<file path="src/rtl/risc_pkg.sv">
// Shared fetch-path types and constants: instruction width, halt encoding and queue entry layout.
package risc_pkg;

    localparam int INST_W = 32;
    localparam int PC_W   = 32;

    localparam logic [INST_W-1:0] HALT_INST = '1;

    typedef struct packed {
        logic [PC_W-1:0]   pc;
        logic [INST_W-1:0] inst;
    } fetch_entry_t;

endpackage

</file>
<file path="src/rtl/fetch_queue_if.sv">
// Fetch-queue bus: control inputs, instruction-memory port, decode-side output and halt status.
interface fetch_queue_if #(
    parameter int DATA_W = 32,
    parameter int ADDR_W = 32
);
    logic              fetch_en;
    logic              redirect;
    logic [ADDR_W-1:0] redirect_pc;
    logic              imem_req;
    logic [ADDR_W-1:0] imem_addr;
    logic [DATA_W-1:0] imem_data;
    logic              out_valid;
    logic              out_ready;
    logic [DATA_W-1:0] out_inst;
    logic [ADDR_W-1:0] out_pc;
    logic              halted;

    modport master (
        input  fetch_en, redirect, redirect_pc, imem_data, out_ready,
        output imem_req, imem_addr, out_valid, out_inst, out_pc, halted
    );

    modport slave (
        output fetch_en, redirect, redirect_pc, imem_data, out_ready,
        input  imem_req, imem_addr, out_valid, out_inst, out_pc, halted
    );
endinterface

</file>
<file path="src/rtl/fetch_fifo.sv">
// Circular FIFO holding {pc, inst} fetch entries; flush empties it and wins over push/pop.
module fetch_fifo #(
    parameter int DEPTH = 4,
    parameter int WIDTH = 64
) (
    input  logic                     clk,
    input  logic                     rst_n,
    input  logic                     push,
    input  logic                     pop,
    input  logic                     flush,
    input  logic [WIDTH-1:0]         wdata,
    output logic [WIDTH-1:0]         rdata,
    output logic [$clog2(DEPTH):0]   count
);
    localparam int PTR_W = $clog2(DEPTH);

    logic [PTR_W-1:0] wr_ptr_q, wr_ptr_d, rd_ptr_q, rd_ptr_d;
    logic [PTR_W:0]   count_q, count_d;
    logic [WIDTH-1:0] mem_q [DEPTH];
    logic [WIDTH-1:0] mem_d [DEPTH];

    always_comb begin
        wr_ptr_d = wr_ptr_q;
        rd_ptr_d = rd_ptr_q;
        count_d  = count_q;
        mem_d    = mem_q;
        if (flush) begin
            wr_ptr_d = '0;
            rd_ptr_d = '0;
            count_d  = '0;
        end else begin
            if (push) begin
                mem_d[wr_ptr_q] = wdata;
                wr_ptr_d        = wr_ptr_q + PTR_W'(1);
            end
            if (pop) begin
                rd_ptr_d = rd_ptr_q + PTR_W'(1);
            end
            // Simultaneous push and pop keeps the count, even when full.
            case ({push, pop})
                2'b10:   count_d = count_q + (PTR_W+1)'(1);
                2'b01:   count_d = count_q - (PTR_W+1)'(1);
                default: count_d = count_q;
            endcase
        end
    end

    always_ff @(posedge clk or negedge rst_n) begin
        if (!rst_n) begin
            wr_ptr_q <= '0;
            rd_ptr_q <= '0;
            count_q  <= '0;
        end else begin
            wr_ptr_q <= wr_ptr_d;
            rd_ptr_q <= rd_ptr_d;
            count_q  <= count_d;
        end
    end

    always_ff @(posedge clk) begin
        mem_q <= mem_d;
    end

    assign rdata = mem_q[rd_ptr_q];
    assign count = count_q;

endmodule

</file>
<file path="src/rtl/fetch_queue.sv">
// Instruction fetch queue: credit-based issue to a 1-cycle memory, redirect flush, in-order delivery.
// Optional halt detection is enabled by defining FETCH_QUEUE_HALT_DETECT_EN.
module fetch_queue
    import risc_pkg::*;
#(
    parameter int                DATA_W   = INST_W,
    parameter int                ADDR_W   = 32,
    parameter int                DEPTH    = 4,
    parameter logic [ADDR_W-1:0] RESET_PC = '0
) (
    input  logic         clk,
    input  logic         rst_n,
    fetch_queue_if.master bus
);
    localparam int                CNT_W   = $clog2(DEPTH) + 1;
    localparam int                ENTRY_W = ADDR_W + DATA_W;
    localparam logic [CNT_W:0]    DEPTH_C = (CNT_W+1)'(DEPTH);

    logic [ADDR_W-1:0]  fetch_pc_q, fetch_pc_d;
    logic [ADDR_W-1:0]  inflight_pc_q, inflight_pc_d;
    logic               inflight_q, inflight_d;
    logic [CNT_W-1:0]   count;
    logic [CNT_W:0]     credit;
    logic [ENTRY_W-1:0] head;
    logic               push, pop, issue, halt_block;

    assign pop    = bus.out_valid & bus.out_ready;
    assign push   = inflight_q & ~bus.redirect;
    // Entries already held plus the one still coming back, less what leaves this cycle.
    assign credit = {1'b0, count} + (CNT_W+1)'(inflight_q) - (CNT_W+1)'(pop);
    assign issue  = rst_n & bus.fetch_en & ~bus.redirect & ~halt_block & (credit < DEPTH_C);

    assign bus.imem_req  = issue;
    assign bus.imem_addr = fetch_pc_q;
    assign bus.out_valid = (count != '0);
    assign {bus.out_pc, bus.out_inst} = head;

    always_comb begin
        fetch_pc_d    = fetch_pc_q;
        inflight_d    = issue;
        inflight_pc_d = issue ? fetch_pc_q : inflight_pc_q;
        if (bus.redirect) begin
            fetch_pc_d = bus.redirect_pc;
        end else if (issue) begin
            fetch_pc_d = fetch_pc_q + ADDR_W'(1);
        end
    end

    always_ff @(posedge clk or negedge rst_n) begin
        if (!rst_n) begin
            fetch_pc_q    <= RESET_PC;
            inflight_q    <= 1'b0;
            inflight_pc_q <= '0;
        end else begin
            fetch_pc_q    <= fetch_pc_d;
            inflight_q    <= inflight_d;
            inflight_pc_q <= inflight_pc_d;
        end
    end

    fetch_fifo #(
        .DEPTH (DEPTH),
        .WIDTH (ENTRY_W)
    ) u_fifo (
        .clk   (clk),
        .rst_n (rst_n),
        .push  (push),
        .pop   (pop),
        .flush (bus.redirect),
        .wdata ({inflight_pc_q, bus.imem_data}),
        .rdata (head),
        .count (count)
    );

`ifdef FETCH_QUEUE_HALT_DETECT_EN
    logic halt_pending_q, halt_pending_d, halted_q, halted_d;

    // Halt word stops issue once it lands; it only reports halted when decode takes it.
    always_comb begin
        halt_pending_d = halt_pending_q;
        halted_d       = halted_q;
        if (bus.redirect) begin
            halt_pending_d = 1'b0;
            halted_d       = 1'b0;
        end else begin
            if (push && (&bus.imem_data)) halt_pending_d = 1'b1;
            if (pop && (&bus.out_inst))   halted_d       = 1'b1;
        end
    end

    always_ff @(posedge clk or negedge rst_n) begin
        if (!rst_n) begin
            halt_pending_q <= 1'b0;
            halted_q       <= 1'b0;
        end else begin
            halt_pending_q <= halt_pending_d;
            halted_q       <= halted_d;
        end
    end

    assign halt_block = halt_pending_q;
    assign bus.halted = halted_q;
`else
    assign halt_block = 1'b0;
    assign bus.halted = 1'b0;
`endif

endmodule
</file>
<file path="src/flat_wrapper.sv">
// flat-port wrapper written by rule: the top's interface ports become plain ports
module fetch_queue_flat import risc_pkg::*;
#(
    parameter int                DATA_W   = INST_W,
    parameter int                ADDR_W   = 32,
    parameter int                DEPTH    = 4,
    parameter logic [ADDR_W-1:0] RESET_PC = '0
)
  (clk, rst_n, bus_fetch_en, bus_redirect, bus_redirect_pc, bus_imem_data, bus_out_ready, bus_imem_req, bus_imem_addr, bus_out_valid, bus_out_inst, bus_out_pc, bus_halted);
  fetch_queue_if #(.DATA_W(DATA_W), .ADDR_W(ADDR_W)) bus_i ();
  input  logic clk;
  input  logic rst_n;
  input wire logic [$bits(bus_i.fetch_en)-1:0] bus_fetch_en;
  input wire logic [$bits(bus_i.redirect)-1:0] bus_redirect;
  input wire logic [$bits(bus_i.redirect_pc)-1:0] bus_redirect_pc;
  input wire logic [$bits(bus_i.imem_data)-1:0] bus_imem_data;
  input wire logic [$bits(bus_i.out_ready)-1:0] bus_out_ready;
  output wire logic [$bits(bus_i.imem_req)-1:0] bus_imem_req;
  output wire logic [$bits(bus_i.imem_addr)-1:0] bus_imem_addr;
  output wire logic [$bits(bus_i.out_valid)-1:0] bus_out_valid;
  output wire logic [$bits(bus_i.out_inst)-1:0] bus_out_inst;
  output wire logic [$bits(bus_i.out_pc)-1:0] bus_out_pc;
  output wire logic [$bits(bus_i.halted)-1:0] bus_halted;
  assign bus_i.fetch_en = bus_fetch_en;
  assign bus_i.redirect = bus_redirect;
  assign bus_i.redirect_pc = bus_redirect_pc;
  assign bus_i.imem_data = bus_imem_data;
  assign bus_i.out_ready = bus_out_ready;
  assign bus_imem_req = bus_i.imem_req;
  assign bus_imem_addr = bus_i.imem_addr;
  assign bus_out_valid = bus_i.out_valid;
  assign bus_out_inst = bus_i.out_inst;
  assign bus_out_pc = bus_i.out_pc;
  assign bus_halted = bus_i.halted;
  fetch_queue #(.DATA_W(DATA_W), .ADDR_W(ADDR_W), .DEPTH(DEPTH), .RESET_PC(RESET_PC)) u_core (.clk(clk), .rst_n(rst_n), .bus(bus_i));
endmodule
</file>
<file path="config.mk">
export PLATFORM = sky130hd
export DESIGN_NAME = fetch_queue_flat
export DESIGN_NICKNAME = d
export VERILOG_FILES = /design/src/rtl/risc_pkg.sv /design/src/rtl/fetch_queue_if.sv /design/src/rtl/fetch_fifo.sv /design/src/rtl/fetch_queue.sv /design/src/flat_wrapper.sv
export SDC_FILE = /design/constraint.sdc
export NUM_CORES = 1
export LEC_CHECK = 0
export ABC_AREA = 1
export CORE_MARGIN = 1
export CORE_UTILIZATION = 50
export CTS_CLUSTER_DIAMETER = 150
export DETAILED_ROUTE_END_ITERATION = 8
export DONT_BUFFER_PORTS = 1
export SYNTH_ARGS = -nofsm -noshare
export SYNTH_HDL_FRONTEND = slang
export SYNTH_SLANG_ARGS = --single-unit
</file>
<file path="constraint.sdc">
create_clock -name clk -period 5.95 [get_ports clk]
set_input_delay 1.19 -clock clk [delete_from_list [all_inputs] [get_ports clk]]
set_output_delay 1.19 -clock clk [all_outputs]
set_load 0.03 [all_outputs]
</file>
After elaboration in Yosys (flattened, before gate mapping). Index checks and enable logic that the tools add are counted.

Add/sub/neg operators: 7. Reductions and logical operators: 7. Muxes and demuxes: 14. Bitwise gates (word level): 8. Eq/ne operators: 2. $lt $le $gt $ge: 4.

Operators with widths (count): bitwise mux 256 bit (1); two-way mux 64 bit (3); binary-select mux 64 bit (select 2 bit) (1); demux 64 bit (select 2 bit) (1); two-way mux 32 bit (2); adder 32 x 1 -> 32 bit (second input constant) (1); two-way mux 2 bit (4); greater-or-equal comparator 3 bit (second input constant) (2); NOT 2 -> 3 bit (2); case mux 3 bit (2 select lines) (1); nonzero test 2 bit (3); nonzero test 3 bit (2); bitwise AND 1 bit (5); adder 2 x 1 -> 2 bit (second input constant) (2); adder 3 x 1 -> 4 bit (1); < comparator 4 x 3 -> 1 bit (second input constant) (1); subtractor 4 x 1 -> 4 bit (1); adder 3 x 1 -> 3 bit (second input constant) (1); < comparator 3 x 1 -> 1 bit (second input constant) (1); two-way mux 3 bit (1); subtractor 3 x 1 -> 3 bit (second input constant) (1); == test 2 x 1 -> 1 bit (second input constant) (1); == test 2 bit (second input constant) (1); AND reduction 2 bit (1); other kinds (2) (2).

Input port bits: 69. Logic and storage cells: 52. Register bits: 328. Output and inout port bits: 99.

Depth between registers and ports, before layout.
Word-level depth: 7. Depth in mapped cells: 17. Mapped depth without buffers: 16.

Cells and area by module. From an unflattened synthesis, not the netlist that was laid out.

Cell total of the unflattened synthesis: 1247. Area total of the unflattened synthesis: 13795.7 um^2.

Modules (own cells, without submodules): fetch_fifo (area an instance 9933.3 um^2, instances 1, cells an instance 680, sequential area each 7862.5 um^2); fetch_queue (area an instance 3862.5 um^2, instances 1, cells an instance 567, sequential area each 1626.6 um^2).

Worst setup path before layout. OpenSTA, ideal clock, no wires.

Path kind: input-to-reg. From: input bus_redirect. To: register u_core.u_fifo.mem_q[0] (netlist bit), enable pin. Required time: 5464 ps. Library setup time: 486 ps. Data arrival time: 4387 ps. Path slack: 1077 ps. Cell stages on the path: 4. Cell sequence: buf_2 > nor2_1 > inv_1 > nor2_1.

Word-level cells in the longest chain between the ends: 3.

Ends and longest elaborated chain: start: declaration (RTL line flat_wrapper.sv:14) `input wire logic [$bits(bus_i.redirect)-1:0] bus_redirect;`; NOT 1 bit (no source line) (*); bitwise AND 1 bit (RTL line fetch_queue.sv:28) `assign push = inflight_q & ~bus.redirect;`; AND reduction 2 bit (no source line) (*); end signal: assignment (RTL line fetch_fifo.sv:61) `mem_q <= mem_d;`; end: declaration (RTL line fetch_fifo.sv:19) `logic [WIDTH-1:0] mem_q [DEPTH];`.

Every way passes the cells marked *; elsewhere a longest branch is shown, timed or not. A chain may end at the register's enable or synchronous reset.

Worst setup path after layout.
From: register u_core.u_fifo.rd_ptr_q[0]. To: output bus_out_pc[17].

Word-level cells in the longest chain between the ends: 4.

Ends and longest elaborated chain: start: declaration (RTL line fetch_fifo.sv:17) `logic [PTR_W-1:0] wr_ptr_q, wr_ptr_d, rd_ptr_q, rd_ptr_d;`; start signal: assignment (RTL line fetch_fifo.sv:55) `rd_ptr_q <= rd_ptr_d;`; NOT 2 -> 3 bit (implied by the code) (RTL line fetch_fifo.sv:64) `assign rdata = mem_q[rd_ptr_q];`; binary-select mux 64 bit (select 2 bit) (RTL line fetch_fifo.sv:64); two-way mux 64 bit (implied by the code) (2 in series) (RTL line fetch_fifo.sv:64); end: declaration (RTL line flat_wrapper.sv:22) `output wire logic [$bits(bus_i.out_pc)-1:0] bus_out_pc;`.

No other way between the ends. The select of a mux whose other input is x is not followed.

==> impl_metrics.ini <==
[run_status]
run_status = completed

[floorplan]
dieHeight_um = 168
rows = 60
fp.dieW_um = 168
initial_utilization_pct = 51.1
fp.coreArea_um2 = 27000
io_pins = 168
design.die.area_um2 = 28200

[logic_synthesis]
ys_seq_elements = 328
syn_nets = 1318
dominantRegCellSynth = sky130_fd_sc_hd__edfxtp_1
syn_area_per_cell_um2 = 11.1
syn_inst = 1240
ys_async_sr_fraction_pct = 22.0
synth-warning-count = 0
post_synthesis_cell_type_count = 29
mappedNetlistArea_um2 = 13800
synth-seq-area-share_pct = 68.9
synth-edff-count = 256

[clock_network]
htree_levels = 2
holdBufCountCts = 0
post-cts-setup-buffers = 0
clock_insertion_delay_worst_skew_ps = 510
quantity_of_gates_resized_following_cts = 0
tritoncts = done
clk_pin_slew_worst_paths_ps = 60
numClockSinks = 328
cts_buffers = 35
cts-root-to-sink-buffers = 3
clk_root_buffer_cell = sky130_fd_sc_hd__clkbuf_16

[critical_path]
critPathTopFamily = buffers and inverters
critical_path_cell_count = 4
crit_slowest_cell = sky130_fd_sc_hd__buf_4
reg2regPathDepth = 16
timing.rr.start = u_core.u_fifo.count[2]
critical_path.n_buffers_inverters = 2
endpoint = bus_out_pc[17]
worst_setup_path_startpoint = u_core.u_fifo.rd_ptr_q[0]
critPathCaptureType = primary output
crit_path_cell_trace = clkinv_2 -> buf_4 -> o21ai_0 -> o22ai_1
worst_ep_required_ps = 4760
criticalPathCategory = register to primary output
r2r_end = u_core.bus.imem_addr[2]
path_max_fanout = 100
critical_path.max_stage_delay_ps = 780
timing.reg2reg.setup_slack_ps = 2670
critPathArrivalTime_ps = 3200
startpoint_type = register

[sta]
slew_limit_fails = 0
skew_ps = 15.8
rsz_0062_raised_after_global_routing = false
fin_setup_tns_ps = 0
final_hold_viol_count = 0
final_report_setup_violation_count = 0
post_route_minimum_period_ps = 4390
timing.fmax_mhz = 228
worst_slew_pin_slew_ps = 1020
relSlewSlack_pct = 31.9
postLayoutSetupSlackWorst_ps = 1560
finalCritPeriodShare_pct = 73.8

[routing]
detailedRoute.firstPassIterationCount = 5
detail_route.vias_per_cell = 5.57
routed_wirelength_um = 30700
vias = 8877
drt_first_iter_violations = 608
wire_per_inst_um = 19.3
number_of_nets_with_antenna_violations_after_detailed_routing = 0
post-route-drc-count = 0

[placed_design]
placement.setup.worst_slack_ps = 2030
hpwlAfterDp_um = 18900
port_buffers = 0
gp_congestion = 0.918

[cells_and_area]
layout.cells.most_common_list = sky130_fd_sc_hd__edfxtp_1 (256), sky130_fd_sc_hd__nand2_1 (217), sky130_fd_sc_hd__nor2_1 (180), sky130_fd_sc_hd__o21ai_0 (169), sky130_fd_sc_hd__nand3_1 (78)
multi_input_logic_area_um2 = 3760
proportion_of_layout_cells_with_a_drive_suffix_above_1_pct = 8.30
layout.cells.most_common = sky130_fd_sc_hd__edfxtp_1
final_net_count = 1306
area_growth_pct = 9.88
fillers = 2304
antenna_cells = 0
ff_latch_area_um2 = 9490

[global_route]
grt_antenna_before_repair = 0
grt_start_max_net_pins = 101
remaining_global_route_overflow = 0
grt_pass1_wl_um = 48000
track_usage_pct = 22.0
first_global_vias = 8450

[hold_path]
holdCritPathClass = primary input to async pin

[pwr]
power_leakage_nw = 5.59
vdd.ir_drop.worst_mv = 0.221
p_per_area_nw_per_um2 = 378

[flow_run]
timing.max_cap.violations = 0
## flip-flops by register name (all words and copies together) (netlist names)
signal / cells
u_core.inflight_pc_q: 32
u_core.u_fifo.mem_q: 256
u_core.bus.imem_addr: 32
u_core.u_fifo.count: 3
u_core.u_fifo.wr_ptr_q: 2
u_core.inflight_q: 1
u_core.u_fifo.rd_ptr_q: 2
## worst min-delay path by stage
stage / start / depth (start not counted) / to
floorplan: u_core.inflight_pc_q[4] / 0 / u_core.u_fifo.mem_q[100]
global placement: u_core.inflight_pc_q[8] / 0 / u_core.u_fifo.mem_q[104]
detailed placement: u_core.inflight_pc_q[29] / 0 / u_core.u_fifo.mem_q[253]
CTS: rst_n / 0 / u_core.bus.imem_addr[15]
global route: rst_n / 0 / u_core.bus.imem_addr[15]
finish: rst_n / 0 / u_core.bus.imem_addr[15]
## through the flow
stage	hold WS, ps	area, um^2	instances	total power [W]	util (%)
global placement	497	14000	1532	0.00367	52.1
floorplan	476	13800	1240	0.00350	-
CTS	357	15100	1594	0.00575	56.1
finish	372	15100	1594	0.00571	56.1
global route	351	15100	1594	0.00593	56.1
detailed placement	503	14000	1532	0.00368	52.1
## cell families (layout without fill, tap and decap cells)
group | count (synthesis) | after routing | synth area share [%]
buffers and inverters | 127 | 140 | 3.95
other | 1 | 1 | 0.0272
adders and majority gates | 9 | 9 | 0.873
AOI/OAI and AO/OA | 268 | 268 | 10.4
DFF | 328 | 328 | 68.9
and+or+nand+nor | 507 | 507 | 15.8
## Yosys cell counts (5+ instances only)
| cell | instances | share of area, % |
|---|---|---|
| sky130_fd_sc_hd__o21ai_1 | 17 | 0.62 |
| sky130_fd_sc_hd__nor2_4 | 5 | 0.41 |
| sky130_fd_sc_hd__nand3_1 | 78 | 2.8 |
| sky130_fd_sc_hd__o21ai_0 | 169 | 6.1 |
| sky130_fd_sc_hd__clkbuf_1 | 38 | 1.0 |
| sky130_fd_sc_hd__inv_1 | 58 | 1.6 |
| sky130_fd_sc_hd__edfxtp_1 | 256 | 56 |
| sky130_fd_sc_hd__o22ai_1 | 64 | 2.9 |
| sky130_fd_sc_hd__nand2_4 | 7 | 0.57 |
| sky130_fd_sc_hd__dfrtp_1 | 72 | 13 |
| sky130_fd_sc_hd__ha_1 | 8 | 0.73 |
| sky130_fd_sc_hd__a21oi_1 | 14 | 0.51 |
| sky130_fd_sc_hd__inv_2 | 5 | 0.14 |
| sky130_fd_sc_hd__nor2_1 | 184 | 5.0 |
| sky130_fd_sc_hd__buf_2 | 18 | 0.65 |
| sky130_fd_sc_hd__nand2_1 | 217 | 5.9 |
## worst register-to-register path, cell delays in order, from the launching register on
cell	delay (ps)
sky130_fd_sc_hd__dfrtp_1	400
sky130_fd_sc_hd__inv_1	140
sky130_fd_sc_hd__nand3_2	220
sky130_fd_sc_hd__nand2_1	260
sky130_fd_sc_hd__inv_1	120
sky130_fd_sc_hd__ha_1	200
sky130_fd_sc_hd__inv_1	60
sky130_fd_sc_hd__ha_1	230
sky130_fd_sc_hd__nand3_1	100
sky130_fd_sc_hd__nand2_1	60
sky130_fd_sc_hd__nand2_1	50
sky130_fd_sc_hd__nand3_1	90
sky130_fd_sc_hd__nor2_2	420
sky130_fd_sc_hd__buf_4	370
sky130_fd_sc_hd__nor2_1	250
sky130_fd_sc_hd__nand2_1	110
sky130_fd_sc_hd__o21ai_1	70
## final cells by class
type	instances	area share, %
Sequential cell	328	62.8
Clock buffer	45	6.25
Timing Repair Buffer	15	0.745
Multi-Input combinational cell	785	24.9
Tap cell	341	2.82
Clock inverter	17	0.976
Inverter	63	1.57
## metal layers
| layer | track usage, % | up-vias | wire (um) |
|---|---|---|---|
| li1 | - | 4311 | - |
| met1 | 31.8 | 4250 | 14100 |
| met2 | 33.9 | 272 | 13900 |
| met3 | 5.27 | 44 | 2170 |
| met4 | 5.03 | 0 | 527 |
| met5 | 0 | - | 0 |
## where the power goes
part / internal (W) / switching (W) / total, W
logic: 0.000151 / 0.000452 / 0.000603
registers: 0.00274 / 0.000287 / 0.00303
clock network: 0.00121 / 0.000865 / 0.00208
total: 0.00410 / 0.00160 / 0.00571
Power figures use the tool's default switching activity.
